<file path="src/rtl/clock_set_controller_if.sv">
// Bus bundle for clock_set_controller: button pulses in, time/state out.
// Optional alarm output is present only when CLOCK_ALARM_EN is defined.
// Handshake: mode_btn/inc_btn are single-cycle pulses with no ready/ack;
// every pulse sampled high on a rising clk edge is consumed on that edge.
interface clock_set_controller_if;
    logic       mode_btn;
    logic       inc_btn;
    logic       sec_tick;
    logic [5:0] seconds;
    logic [5:0] minutes;
    logic [4:0] hours;
    logic [2:0] state;
`ifdef CLOCK_ALARM_EN
    logic       alarm_hit;

    modport master (output mode_btn, output inc_btn,
                    input sec_tick, input seconds, input minutes,
                    input hours, input state, input alarm_hit);
    modport slave  (input mode_btn, input inc_btn,
                    output sec_tick, output seconds, output minutes,
                    output hours, output state, output alarm_hit);
`else
    modport master (output mode_btn, output inc_btn,
                    input sec_tick, input seconds, input minutes,
                    input hours, input state);
    modport slave  (input mode_btn, input inc_btn,
                    output sec_tick, output seconds, output minutes,
                    output hours, output state);
`endif
endinterface

</file>
<file path="src/rtl/clock_set_controller.sv">
// 24-hour clock with button-driven time setting.
// Define CLOCK_ALARM_EN to add the ALM_HR/ALM_MIN states, the alarm
// registers and the alarm_hit pulse.
module clock_set_controller #(
    parameter int TICK_DIV = 100
) (
    input  logic                    clk,
    input  logic                    rst,
    clock_set_controller_if.slave   bus
);
    localparam logic [2:0]  ST_RUN     = 3'd0;
    localparam logic [2:0]  ST_SET_HR  = 3'd1;
    localparam logic [2:0]  ST_SET_MIN = 3'd2;
    localparam logic [2:0]  ST_ALM_HR  = 3'd3;
    localparam logic [2:0]  ST_ALM_MIN = 3'd4;
    localparam logic [23:0] LP_PRESC_LAST = 24'(TICK_DIV - 1);

    logic [2:0]  r_state;
    logic [23:0] r_presc;
    logic [5:0]  r_sec;
    logic [5:0]  r_min;
    logic [4:0]  r_hr;

    logic        w_run;
    logic        w_tick;
    logic        w_set_exit;
    logic        w_inc;
    logic [2:0]  w_adv_state;
    logic [5:0]  w_next_sec;
    logic [5:0]  w_next_min;
    logic [4:0]  w_next_hr;

    assign w_run      = (r_state == ST_RUN);
    assign w_tick     = w_run && (r_presc == LP_PRESC_LAST);
    // Leaving SET_MIN restarts the second so the new time starts on a boundary.
    assign w_set_exit = bus.mode_btn && (r_state == ST_SET_MIN);
    // mode_btn wins over a coincident inc_btn.
    assign w_inc      = bus.inc_btn && !bus.mode_btn;

    // Time value after one second elapses, with sec/min/hour carries.
    always_comb begin
        w_next_sec = r_sec + 6'd1;
        w_next_min = r_min;
        w_next_hr  = r_hr;
        if (r_sec == 6'd59) begin
            w_next_sec = 6'd0;
            w_next_min = r_min + 6'd1;
            if (r_min == 6'd59) begin
                w_next_min = 6'd0;
                w_next_hr  = (r_hr == 5'd23) ? 5'd0 : r_hr + 5'd1;
            end
        end
    end

    // Successor state selected by a mode_btn press.
    always_comb begin
        w_adv_state = ST_RUN;
        case (r_state)
            ST_RUN:     w_adv_state = ST_SET_HR;
            ST_SET_HR:  w_adv_state = ST_SET_MIN;
`ifdef CLOCK_ALARM_EN
            ST_SET_MIN: w_adv_state = ST_ALM_HR;
            ST_ALM_HR:  w_adv_state = ST_ALM_MIN;
            ST_ALM_MIN: w_adv_state = ST_RUN;
`else
            ST_SET_MIN: w_adv_state = ST_RUN;
`endif
            default:    w_adv_state = ST_RUN;
        endcase
    end

    // Set-mode state register.
    always_ff @(posedge clk or posedge rst) begin
        if (rst)
            r_state <= ST_RUN;
        else if (bus.mode_btn)
            r_state <= w_adv_state;
    end

    // Prescaler: counts only in RUN, wraps on the tick, cleared on set exit.
    always_ff @(posedge clk or posedge rst) begin
        if (rst)
            r_presc <= 24'd0;
        else if (w_set_exit)
            r_presc <= 24'd0;
        else if (w_run)
            r_presc <= w_tick ? 24'd0 : r_presc + 24'd1;
    end

    // Time-of-day registers: advance on tick in RUN, edited in set states.
    always_ff @(posedge clk or posedge rst) begin
        if (rst) begin
            r_sec <= 6'd0;
            r_min <= 6'd0;
            r_hr  <= 5'd0;
        end else if (w_tick) begin
            r_sec <= w_next_sec;
            r_min <= w_next_min;
            r_hr  <= w_next_hr;
        end else if (w_set_exit) begin
            r_sec <= 6'd0;
        end else if (w_inc && (r_state == ST_SET_HR)) begin
            r_hr  <= (r_hr == 5'd23) ? 5'd0 : r_hr + 5'd1;
        end else if (w_inc && (r_state == ST_SET_MIN)) begin
            r_min <= (r_min == 6'd59) ? 6'd0 : r_min + 6'd1;
        end
    end

`ifdef CLOCK_ALARM_EN
    logic [4:0] r_alm_hr;
    logic [5:0] r_alm_min;

    // Alarm time registers, edited in the ALM states with the same wraps.
    always_ff @(posedge clk or posedge rst) begin
        if (rst) begin
            r_alm_hr  <= 5'd0;
            r_alm_min <= 6'd0;
        end else if (w_inc && (r_state == ST_ALM_HR)) begin
            r_alm_hr  <= (r_alm_hr == 5'd23) ? 5'd0 : r_alm_hr + 5'd1;
        end else if (w_inc && (r_state == ST_ALM_MIN)) begin
            r_alm_min <= (r_alm_min == 6'd59) ? 6'd0 : r_alm_min + 6'd1;
        end
    end

    // Fires on the tick whose edge lands exactly on alarm HH:MM:00.
    assign bus.alarm_hit = w_tick && (w_next_sec == 6'd0) &&
                           (w_next_min == r_alm_min) && (w_next_hr == r_alm_hr);
`endif

    assign bus.sec_tick = w_tick;
    assign bus.seconds  = r_sec;
    assign bus.minutes  = r_min;
    assign bus.hours    = r_hr;
    assign bus.state    = r_state;
endmodule

</file>
<file path="src/flat_wrapper.sv">
// flat-port wrapper written by rule: the top's interface ports become plain ports
module clock_set_controller_flat 
#(
    parameter int TICK_DIV = 100
)
  (clk, rst, bus_mode_btn, bus_inc_btn, bus_sec_tick, bus_seconds, bus_minutes, bus_hours, bus_state);
  clock_set_controller_if bus_i ();
  input  logic clk;
  input  logic rst;
  input wire logic [$bits(bus_i.mode_btn)-1:0] bus_mode_btn;
  input wire logic [$bits(bus_i.inc_btn)-1:0] bus_inc_btn;
  output wire logic [$bits(bus_i.sec_tick)-1:0] bus_sec_tick;
  output wire logic [$bits(bus_i.seconds)-1:0] bus_seconds;
  output wire logic [$bits(bus_i.minutes)-1:0] bus_minutes;
  output wire logic [$bits(bus_i.hours)-1:0] bus_hours;
  output wire logic [$bits(bus_i.state)-1:0] bus_state;
  assign bus_i.mode_btn = bus_mode_btn;
  assign bus_i.inc_btn = bus_inc_btn;
  assign bus_sec_tick = bus_i.sec_tick;
  assign bus_seconds = bus_i.seconds;
  assign bus_minutes = bus_i.minutes;
  assign bus_hours = bus_i.hours;
  assign bus_state = bus_i.state;
  clock_set_controller #(.TICK_DIV(TICK_DIV)) u_core (.clk(clk), .rst(rst), .bus(bus_i));
endmodule
</file>
<file path="config.mk">
export PLATFORM = sky130hd
export DESIGN_NAME = clock_set_controller_flat
export DESIGN_NICKNAME = d
export VERILOG_FILES = /design/src/rtl/clock_set_controller_if.sv /design/src/rtl/clock_set_controller.sv /design/src/flat_wrapper.sv
export SDC_FILE = /design/constraint.sdc
export NUM_CORES = 1
export LEC_CHECK = 0
export BUFFER_PORTS_ARGS = -buffer_cell sky130_fd_sc_hd__buf_2
export CAP_MARGIN = 20
export CORE_MARGIN = 2
export CORE_UTILIZATION = 45
export DETAILED_ROUTE_END_ITERATION = 10
export PLACE_DENSITY_LB_ADDON = 0.1
export SLEW_MARGIN = 20
export SYNTH_ARGS = -nofsm -noshare
export SYNTH_HDL_FRONTEND = slang
export SYNTH_SLANG_ARGS = --single-unit
</file>
<file path="constraint.sdc">
create_clock -name clk -period 1.9 [get_ports clk]
set_input_delay 0.285 -clock clk [delete_from_list [all_inputs] [get_ports clk]]
set_output_delay 0.285 -clock clk [all_outputs]
set_load 0.02 [all_outputs]
</file>
==> Word level (Yosys, flattened, before mapping) <==
Cells that the tools add are included.
{ "totals": {"register_bits": 44, "input_bits": 4, "elab_cells": 51} }
{ "classes": {"add_sub_neg": 4, "n_eq_ne": 10, "n_mux": 19, "reduce_logical": 13} }
{ "ops": {"columns": ["cell", "n"], "rows": [
  ["$mux 24", 3],
  ["$mux 6", 9],
  ["$mux 5", 6],
  ["$add 24x1->24 const B", 1],
  ["$eq 24x7->1 const B", 1],
  ["$add 6x1->6 const B", 2],
  ["$eq 6x6->1 const B", 2],
  ["$reduce_and 4->1", 2],
  ["$reduce_bool 2->1", 4],
  ["$add 5x1->5 const B", 1],
  ["$eq 5x5->1 const B", 1],
  ["$logic_and 1x1->1", 5],
  ["$ne 2x1->1 const B", 2],
  ["$ne 2x2->1 const B", 2],
  ["$pmux 2 s2", 1],
  ["$eq 3x1->1 const B", 1],
  ["$eq 3x2->1 const B", 1],
  ["$logic_not 3->1", 1],
  ["$logic_not 1->1", 1]
]} }

==> Longest topological paths before layout <==
Gate-level depths: netlist of the first run.
{ "depth": {"ltp_word": 7, "ltp_mapped": 7, "ltp_nobuf": 7} }

==> Worst setup path after synthesis of the first run <==
No wires, ideal clock.
{ "synth_path": {"path_kind": "flip-flop to flip-flop", "from": "register u_core.r_sec[0], in the netlist u_core.bus.seconds[0]", "to": "register u_core.r_min[2], in the netlist u_core.bus.minutes[2]", "arrival_ns": 1.862, "slack_ns": -0.090, "stages_incl_launch_ff": 8, "path_buffers": 0, "path_cell_list": "dfrtp_1 ha_1 nand2b_1 or3_1 nor3_1 a31oi_1 nand2b_1 mux2_1"} }
{ "synth_via": {"elab_chain_cells": 3} }
{ "synth_rtl": {"columns": ["element", "line", "source"], "rows": [
  ["start, declared", "clock_set_controller.sv:20", "logic [5:0] r_sec;"],
  ["start signal, assigned", "clock_set_controller.sv:97", "r_sec <= w_next_sec;"],
  ["$eq 6x6->1", "clock_set_controller.sv:45", "if (r_sec == 6'd59) begin"],
  ["$ne 2x2->1 (no line)", null, null],
  ["$reduce_and 4->1 (no line)", null, null],
  ["end signal, assigned", "clock_set_controller.sv:98", "r_min <= w_next_min;"],
  ["end signal, assigned", "clock_set_controller.sv:105", "r_min <= (r_min == 6'd59) ? 6'd0 : r_min + 6'd1;"],
  ["end, declared", "clock_set_controller.sv:21", "logic [5:0] r_min;"]
]} }
Every way passes these cells.
A chain may end at the register's enable or synchronous reset.

==> Final worst setup path of the first run <==
{ "layout_path": {"from": "register u_core.r_state[1], in the netlist u_core.bus.state[1]", "to": "output bus_sec_tick"} }
{ "layout_via": {"elab_chain_cells": 2} }
{ "layout_rtl": {"columns": ["element", "line", "source"], "rows": [
  ["start, declared", "clock_set_controller.sv:18", "logic [2:0] r_state;"],
  ["start signal, assigned", "clock_set_controller.sv:77", "r_state <= w_adv_state;"],
  ["$logic_not 3->1", "clock_set_controller.sv:33", "assign w_run = (r_state == ST_RUN);"],
  ["$logic_and 1x1->1", "clock_set_controller.sv:34", "assign w_tick = w_run && (r_presc == LP_PRESC_LAST);"],
  ["end, declared", "flat_wrapper.sv:12", "output wire logic [$bits(bus_i.sec_tick)-1:0] bus_sec_tick;"]
]} }
Every way passes these cells.

==> results of run 1 <==
## logic make-up after synthesis
| kind of cell | count (synthesis) | share of synthesized area (%) |
|---|---|---|
| AND/OR/NAND/NOR | 119 | 29.69 |
| flip-flops | 43 | 47.20 |
| AO/OA/AOI/OAI | 28 | 8.013 |
| XOR/XNOR | 23 | 8.836 |
| buffers and inverters | 8 | 1.482 |
| multiplexers | 5 | 2.415 |
| adder cells (fa/ha/maj) | 4 | 2.195 |
| other | 1 | 0.1645 |
## flip-flops by register name, summed over array words and instances (netlist names)
name	flops
u_core.bus.state	2
u_core.bus.hours	5
u_core.bus.minutes	6
u_core.r_presc	24
u_core.bus.seconds	6
## power by group through the flow
stage	Sequential, mW	Clock [mW]	Combinational [mW]
2_1_floorplan	1.36	0	0.410
3_3_place_gp	1.22	0	0.931
3_5_place_dp	1.22	0	0.945
4_1_cts	1.21	0.755	0.979
5_1_grt	1.24	0.800	1.09
6_report	1.22	0.738	0.994
## routing by layer
metal,track usage (%),wire length [microns]
met3,4.685,168
met5,0,0
met2,29.92,2390
met1,26.51,2431
met4,5.848,72
## metrics by stage
stage | hold WS (ns) | std cells | TNS [ns] | area [sq um] | worst slack (ns)
2_1_floorplan | 0.3814 | 231 | -0.02919 | 2288 | -0.01745
3_3_place_gp | 0.2207 | 358 | -0.1549 | 2785 | -0.06167
3_5_place_dp | 0.2138 | 358 | -0.1825 | 2785 | -0.08479
4_1_cts | 0.2943 | 369 | -0.1129 | 2967 | -0.04712
5_1_grt | 0.3333 | 372 | -0.9907 | 3033 | -0.1673
6_report | 0.2943 | 372 | -0.1220 | 3033 | -0.05294
## worst paths after layout
| check | to | cells after the start | slack (ns) | from |
|---|---|---|---|---|
| max | bus_sec_tick | 5 | -0.05 | u_core.bus.state[1] |
| min | u_core.bus.state[0] | 2 | 0.29 | bus_mode_btn |
| max reg2reg | u_core.bus.hours[1] | 7 | -0.04 | u_core.r_presc[0] |
| min reg2reg | u_core.bus.minutes[4] | 1 | 0.51 | u_core.bus.minutes[4] |
| max in group asynchronous | u_core.r_presc[17] | 4 | 0.95 | rst |
| min in group asynchronous | u_core.bus.state[0] | 3 | 0.46 | rst |
## area by class of cell
type | instances | area share, %
inverters | 5 | 0.6188
clock buffers | 6 | 2.723
well taps | 67 | 2.764
multi-input cells | 180 | 40.92
flip-flops and latches | 43 | 35.56
clock inverters | 2 | 1.155
repair buffers | 69 | 16.25
## placed cells by master, fill, tap and decap left out, types with 6 or more instances in the layout
master    netlist  final
o21ai_0        12     10
nor2_1         30     29
nand2_1        29     28
dfrtp_1        43     41
clkbuf_8        0      6
buf_2           0     22
nand4_1         7      7
buf_4           1     41
nand3_1        12     10
xor2_1         19     19
## critical path: cells and delay by family, from the launching register on
family        cells  cell delay, ns
simple gates      3            0.61
buf+inv           2            0.33
flops             1            0.44
## cell usage after synthesis (4+ instances only)
master and instances:
nor2_1 30, o21ai_0 12, ha_1 4, xor2_1 19, o31ai_1 4, nand4_1 7
and3_1 4, nor3_1 6, dfrtp_1 43, nand2_1 29, xnor2_1 4, nand3_1 12
inv_1 5
## what timing repair did
item / CTS / global route
resized for setup: 8 / 11
pin swaps: 9 / 6
buffers inserted: 2 / 3
hold endpoints to repair: 6 / 0
hold buffers: 1 / 0
setup endpoints to repair: 7 / 35
==> flow_summary.rst, run 1 <==
.. list-table::
   :header-rows: 1

   * - Metric
     - Value
   * - Worst IR drop on VDD
     - 0.0003818 V
   * - Fraction of post-synthesis cell area in the top cell type by area
     - 47.20%
   * - Startpoint Class
     - register
   * - Placement row count
     - 25
   * - Post-route setup slack
     - -0.05294 ns
   * - Largest driver fanout on the critical path
     - 3
   * - Grt total ovfl
     - 0
   * - H-tree depth
     - 2
   * - Cell breakdown of the critical path
     - nor4_4 -> nand4_1 -> buf_4 -> nor2_4 -> buf_6
   * - Area of the multi-input gates
     - 1241 sq um
   * - Synthesized Nets
     - 239
   * - Largest cells by area after synthesis
     - dfrtp_1 (47%), xor2_1 (7.3%), nor2_1 (4.9%), nand2_1 (4.8%), nand3_1 (2.6%)
   * - Vias in the first global route
     - 1698
   * - Post-Route Utilization
     - 62.96%
   * - Total via count after detailed routing
     - 1886
   * - Iter 0 DRT Violations
     - 112
   * - Antenna viol nets, final
     - 0
   * - Count of cell types in the netlist
     - 47
   * - Total detailed-routing wirelength
     - 5063 microns
   * - Area overhead of the layout relative to synthesis
     - 33.04%
   * - Maximum clock rate
     - 0.5120 GHz
   * - Power per cell area
     - 972.1 nW/um^2
   * - Cell leakage power
     - 1.450 nW
   * - Kind of path behind the tightest hold check
     - in -> reg
   * - Count of buffers inserted at the top-level ports
     - 23
   * - All-layer global routing usage
     - 19.15%
   * - Internal power summed over all cells
     - 1.934 mW
   * - Period minus WS final
     - 1.953 ns
   * - Source-to-sink clock delay at the later pin of the worst-skew pair
     - 0.30 ns
   * - Maximum number of pins on one net before global-route repair
     - 22
   * - Effective utilization at floorplan
     - 47.32%
   * - Largest area contributor in the synthesized netlist
     - dfrtp_1
   * - Kind of critical path
     - reg -> out
   * - Fillcell total
     - 426
   * - Data arrival time of the critical path
     - 1.67 ns
   * - Total net switching power
     - 1.014 mW
   * - CTS Root Cell
     - clkbuf_8
   * - Antenna violations before repair
     - 0
   * - Total CTS buffers
     - 5
   * - Skew final
     - 0.007013 ns
   * - Placer congestion estimate
     - 0.8259
   * - Die area
     - 5651 sq um
   * - Placed wire-length estimate
     - 3844 microns
   * - Sw Ratio
     - 34.39%
   * - Via density per instance
     - 5.070
   * - CP max stage cell
     - dfrtp_1
   * - Critical path capture point type
     - output pin
   * - Share of total power in the clock network
     - 25.0%
   * - Status
     - finished with violations
   * - Die width
     - 75.18 microns
   * - Power share of the sequential group
     - 41.3%
   * - Final Hold Fails
     - 0
   * - Max_cap viols
     - 0
   * - Combinational fraction of design power
     - 33.7%
   * - Final layout net count
     - 312
   * - Required time worst endpoint
     - 1.62 ns
   * - Share of the clock period used by the worst path after layout
     - 102.8%
   * - Die Span Y
     - 75.18 microns
   * - Pins Over Slew Limit
     - 0
   * - Number of diodes
     - 0
   * - Number of enable flip-flop cells after synthesis
     - 0
   * - Post-synthesis cell area
     - 2280 sq um
   * - Main flop type after synthesis
     - dfrtp_1
   * - Number of design rule violations left after detail routing
     - 0
   * - Core Region
     - 4817 sq um
   * - Number of synthesis warnings
     - 0
   * - Reg clk slew, reported paths
     - 0.08 ns
   * - Longest individual stage delay on the worst path
     - 0.44 ns
   * - Sequential cell area in the final layout
     - 1079 sq um
   * - Flops & latches, synth
     - 43
   * - Layout cell share with drive strength beyond 1
     - 34.43%
   * - Top-Level Pins
     - 25
   * - CTS Sinks
     - 43
   * - Synthesized netlist cell count
     - 231
   * - Routed len/inst
     - 13.61 microns
   * - Detailed-router iteration count before antenna repair
     - 4
   * - Setup Viol. Count Final
     - 4
   * - Proportion of synthesized chip area in sequential cells
     - 47.20%
   * - Maximum number of buffers from clock root to sink
     - 2
   * - RSZ-0062 raised after global routing
     - yes
   * - Mean area per synthesized cell
     - 9.869 sq um
   * - Global-route wire length before repair
     - 8045 microns
   * - TritonCTS clock tree
     - done
   * - Violated checks
     - setup timing
   * - Share of synthesized flip-flops with an asynchronous set or reset
     - 100.0%
   * - Overall power
     - 2.948 mW
(Power assumes the default switching activity.)
==> inputs of run 2 (changes only) <==
--- a/config.mk
+++ b/config.mk
@@ -11,6 +11,7 @@
 export CORE_UTILIZATION = 45
 export DETAILED_ROUTE_END_ITERATION = 10
 export PLACE_DENSITY_LB_ADDON = 0.1
+export RECOVER_POWER = 100
 export SLEW_MARGIN = 20
 export SYNTH_ARGS = -nofsm -noshare
 export SYNTH_HDL_FRONTEND = slang
==> flow_summary.rst, run 2 (synthesis results as in run 1) <==
.. list-table::
   :header-rows: 1

   * - Metric
     - Value
   * - Number of diodes
     - 0 (unchanged)
   * - Sw Ratio
     - 35.10% (+0.71 points)
   * - Placer congestion estimate
     - 0.8259 (unchanged)
   * - Setup Viol. Count Final
     - 4 (unchanged)
   * - Slew @ Worst Pin
     - 0.9264 ns
   * - Period minus WS final
     - 1.951 ns (-0.001949 ns)
   * - Launch instance of the worst min-delay path
     - bus_mode_btn
   * - Post-Route Utilization
     - 61.87% (-1.1 points)
   * - Cell leakage power
     - 1.362 nW (-6.1%)
   * - Global-route wire length before repair
     - 8045 microns (unchanged)
   * - Worst-case reg-to-reg path depth
     - 7 (unchanged)
   * - Detailed-router iteration count before antenna repair
     - 4 (unchanged)
   * - Grt total ovfl
     - 0 (unchanged)
   * - All-layer global routing usage
     - 19.15% (unchanged)
   * - Maximum clock rate
     - 0.5126 GHz (about the same)
   * - Post-route setup slack
     - -0.05099 ns (+0.001949 ns)
   * - Final Hold Fails
     - 0 (unchanged)
   * - Core Region
     - 4817 sq um (unchanged)
   * - Data arrival time of the critical path
     - 1.67 ns (about the same)
   * - Share of the clock period used by the worst path after layout
     - 102.7% (about the same)
   * - Max_cap viols
     - 0 (unchanged)
   * - Final layout net count
     - 312 (unchanged)
   * - Share of total power in the clock network
     - 25.5% (+0.5 points)
   * - Routed len/inst
     - 13.70 microns (+0.65%)
   * - Via density per instance
     - 5.048 (-0.42%)
   * - Kind of critical path
     - reg -> out
   * - Largest register by flop count
     - u_core.r_presc
   * - Reg clk slew, reported paths
     - 0.08 ns (about the same)
   * - Total net switching power
     - 1.019 mW (+0.53%)
   * - Die width
     - 75.18 microns (unchanged)
   * - Source-to-sink clock delay at the later pin of the worst-skew pair
     - 0.30 ns (about the same)
   * - Count of buffers inserted at the top-level ports
     - 23 (unchanged)
   * - CTS Root Cell
     - clkbuf_8
   * - Worst-case hold path end point
     - u_core.bus.state[0]
   * - Slew HR
     - 38.14%
   * - R2R Path End
     - u_core.bus.hours[1]
   * - Antenna viol nets, final
     - 0 (unchanged)
   * - Area overhead of the layout relative to synthesis
     - 30.74%
   * - Number of flip-flops under the largest register name
     - 24 (unchanged)
   * - Power per cell area
     - 974.5 nW/um^2 (+0.25%)
   * - RSZ-0062 raised after global routing
     - yes
   * - Post-placement setup slack
     - -0.08479 ns (unchanged)
   * - Required time worst endpoint
     - 1.62 ns (about the same)
   * - RR Startpoint
     - u_core.r_presc[0]
   * - Die Span Y
     - 75.18 microns (unchanged)
   * - Critical path capture point type
     - output pin
   * - Layout cell share with drive strength beyond 1
     - 26.56% (-7.9 points)
   * - Setup slack of the most critical reg-to-reg path
     - -0.04 ns (about the same)
   * - H-tree depth
     - 2 (unchanged)
   * - Effective utilization at floorplan
     - 47.32% (unchanged)
   * - Final hold slack
     - 0.2930 ns (-0.001317 ns)
   * - TritonCTS clock tree
     - done
   * - Number of design rule violations left after detail routing
     - 0 (unchanged)
   * - Total CTS buffers
     - 5 (unchanged)
   * - Kind of path behind the tightest hold check
     - in -> reg
   * - Startpoint Class
     - register
   * - Die area
     - 5651 sq um (unchanged)
   * - CTS Sinks
     - 43 (unchanged)
   * - Skew final
     - 0.006921 ns (-0.00009210 ns)
   * - Power share of the sequential group
     - 41.9% (+0.6 points)
   * - Iter 0 DRT Violations
     - 102 (-8.9%)
   * - Largest driver fanout on the critical path
     - 3 (unchanged)
   * - Vias in the first global route
     - 1698 (unchanged)
   * - Internal power summed over all cells
     - 1.885 mW (-2.6%)
   * - Worst IR drop on VDD
     - 0.0003745 V (-1.9%)
   * - Antenna violations before repair
     - 0 (unchanged)
   * - Maximum number of buffers from clock root to sink
     - 2 (unchanged)
   * - Pins Over Slew Limit
     - 0 (unchanged)
   * - Worst Hold Depth
     - 2 (unchanged)
   * - Top-Level Pins
     - 25 (unchanged)
   * - Maximum number of pins on one net before global-route repair
     - 22 (unchanged)
   * - Placed wire-length estimate
     - 3844 microns (unchanged)
   * - Total via count after detailed routing
     - 1878 (-0.42%)
   * - Total detailed-routing wirelength
     - 5096 microns (+0.65%)
   * - Fillcell total
     - 445 (+4.5%)
   * - Most frequent cells in the layout
     - dfrtp_1 (41), buf_4 (37), nor2_1 (29)
   * - Placement row count
     - 25 (unchanged)
   * - Violated checks
     - setup timing
   * - Combinational fraction of design power
     - 32.6% (-1.1 points)
   * - Most common library cell in the layout ignoring fill and taps
     - dfrtp_1
   * - Status
     - finished with violations
==> run 2: changes by cell type in the layout (fill, tap and decap cells not counted), sizes merged <==
cell | before | now
clkbuf | 6 | 29
buf | 68 | 44
dlymetal6s2s | 0 | 1
==> run 2: how the worst max path moves through the flow <==
stage | from | endpoint | slack [ns] | depth (start not counted)
2_1_floorplan | u_core.bus.seconds[0] | u_core.bus.minutes[2] | -0.02 | 7
3_3_place_gp | u_core.r_presc[1] | u_core.bus.hours[4] | -0.06 | 7
3_5_place_dp | u_core.r_presc[1] | u_core.bus.minutes[5] | -0.08 | 7
4_1_cts | u_core.bus.state[1] | u_core.bus.hours[4] | -0.05 | 6
5_1_grt | u_core.r_presc[1] | u_core.bus.minutes[5] | -0.17 | 7
6_report | u_core.bus.state[1] | bus_sec_tick | -0.05 | 5
==> run 2: worst max-delay path, stage by stage, from the launching register on <==
cell	delay (ns)
dfrtp_1	0.44
nor4_4	0.31
nand4_1	0.19
buf_4	0.20
nor2_4	0.11
buf_6	0.13
==> run 2: area by class of cell <==
cell class	count	area [sq um]	area share (%)
clock buffer	6	82.58	2.771
multi-input combinational	180	1241	41.65
sequential	43	1079	36.19
tap	67	83.83	2.813
inverter	5	18.77	0.6297
timing repair buffer	69	440.4	14.78
clock inverter	2	35.03	1.175
==> run 2: repair_timing <==
item / CTS / global route
pin swaps: 9 / 6
endpoints found under the hold margin: 6 / 0
cloned: 0 / 0
setup buffers: 2 / 3
hold buffers: 1 / 0
resized for setup: 8 / 11
endpoints found under the setup margin: 7 / 35
==> run 2: power by group through the flow <==
stage                     sequential, mW  clock (mW)  combinational (mW)
after floorplan                     1.36           0               0.410
after global placement              1.22           0               0.931
after detailed placement            1.22           0               0.945
after CTS                           1.21       0.755               0.979
after global routing                1.24       0.800                1.03
final                               1.22       0.740               0.946
==> run 2: layer usage <==
| metal | share of wire (%) | vias up | global-route usage, % |
|---|---|---|---|
| li1 | - | 957 | - |
| met1 | 48 | 886 | 26.51 |
| met2 | 47 | 27 | 29.92 |
| met3 | 3.1 | 8 | 4.685 |
| met4 | 1.4 | 0 | 5.848 |
| met5 | 0 | - | 0 |
==> run 2: metrics by stage <==
stage	area, sq um	total power [mW]	setup TNS (ns)	std cells
after detailed placement	2785	2.169	-0.1825	358
after floorplan	2288	1.771	-0.02919	231
after global placement	2785	2.148	-0.1549	358
after global routing	2980	3.076	-1.176	372
final	2980	2.904	-0.1213	372
after CTS	2967	2.945	-0.1129	369
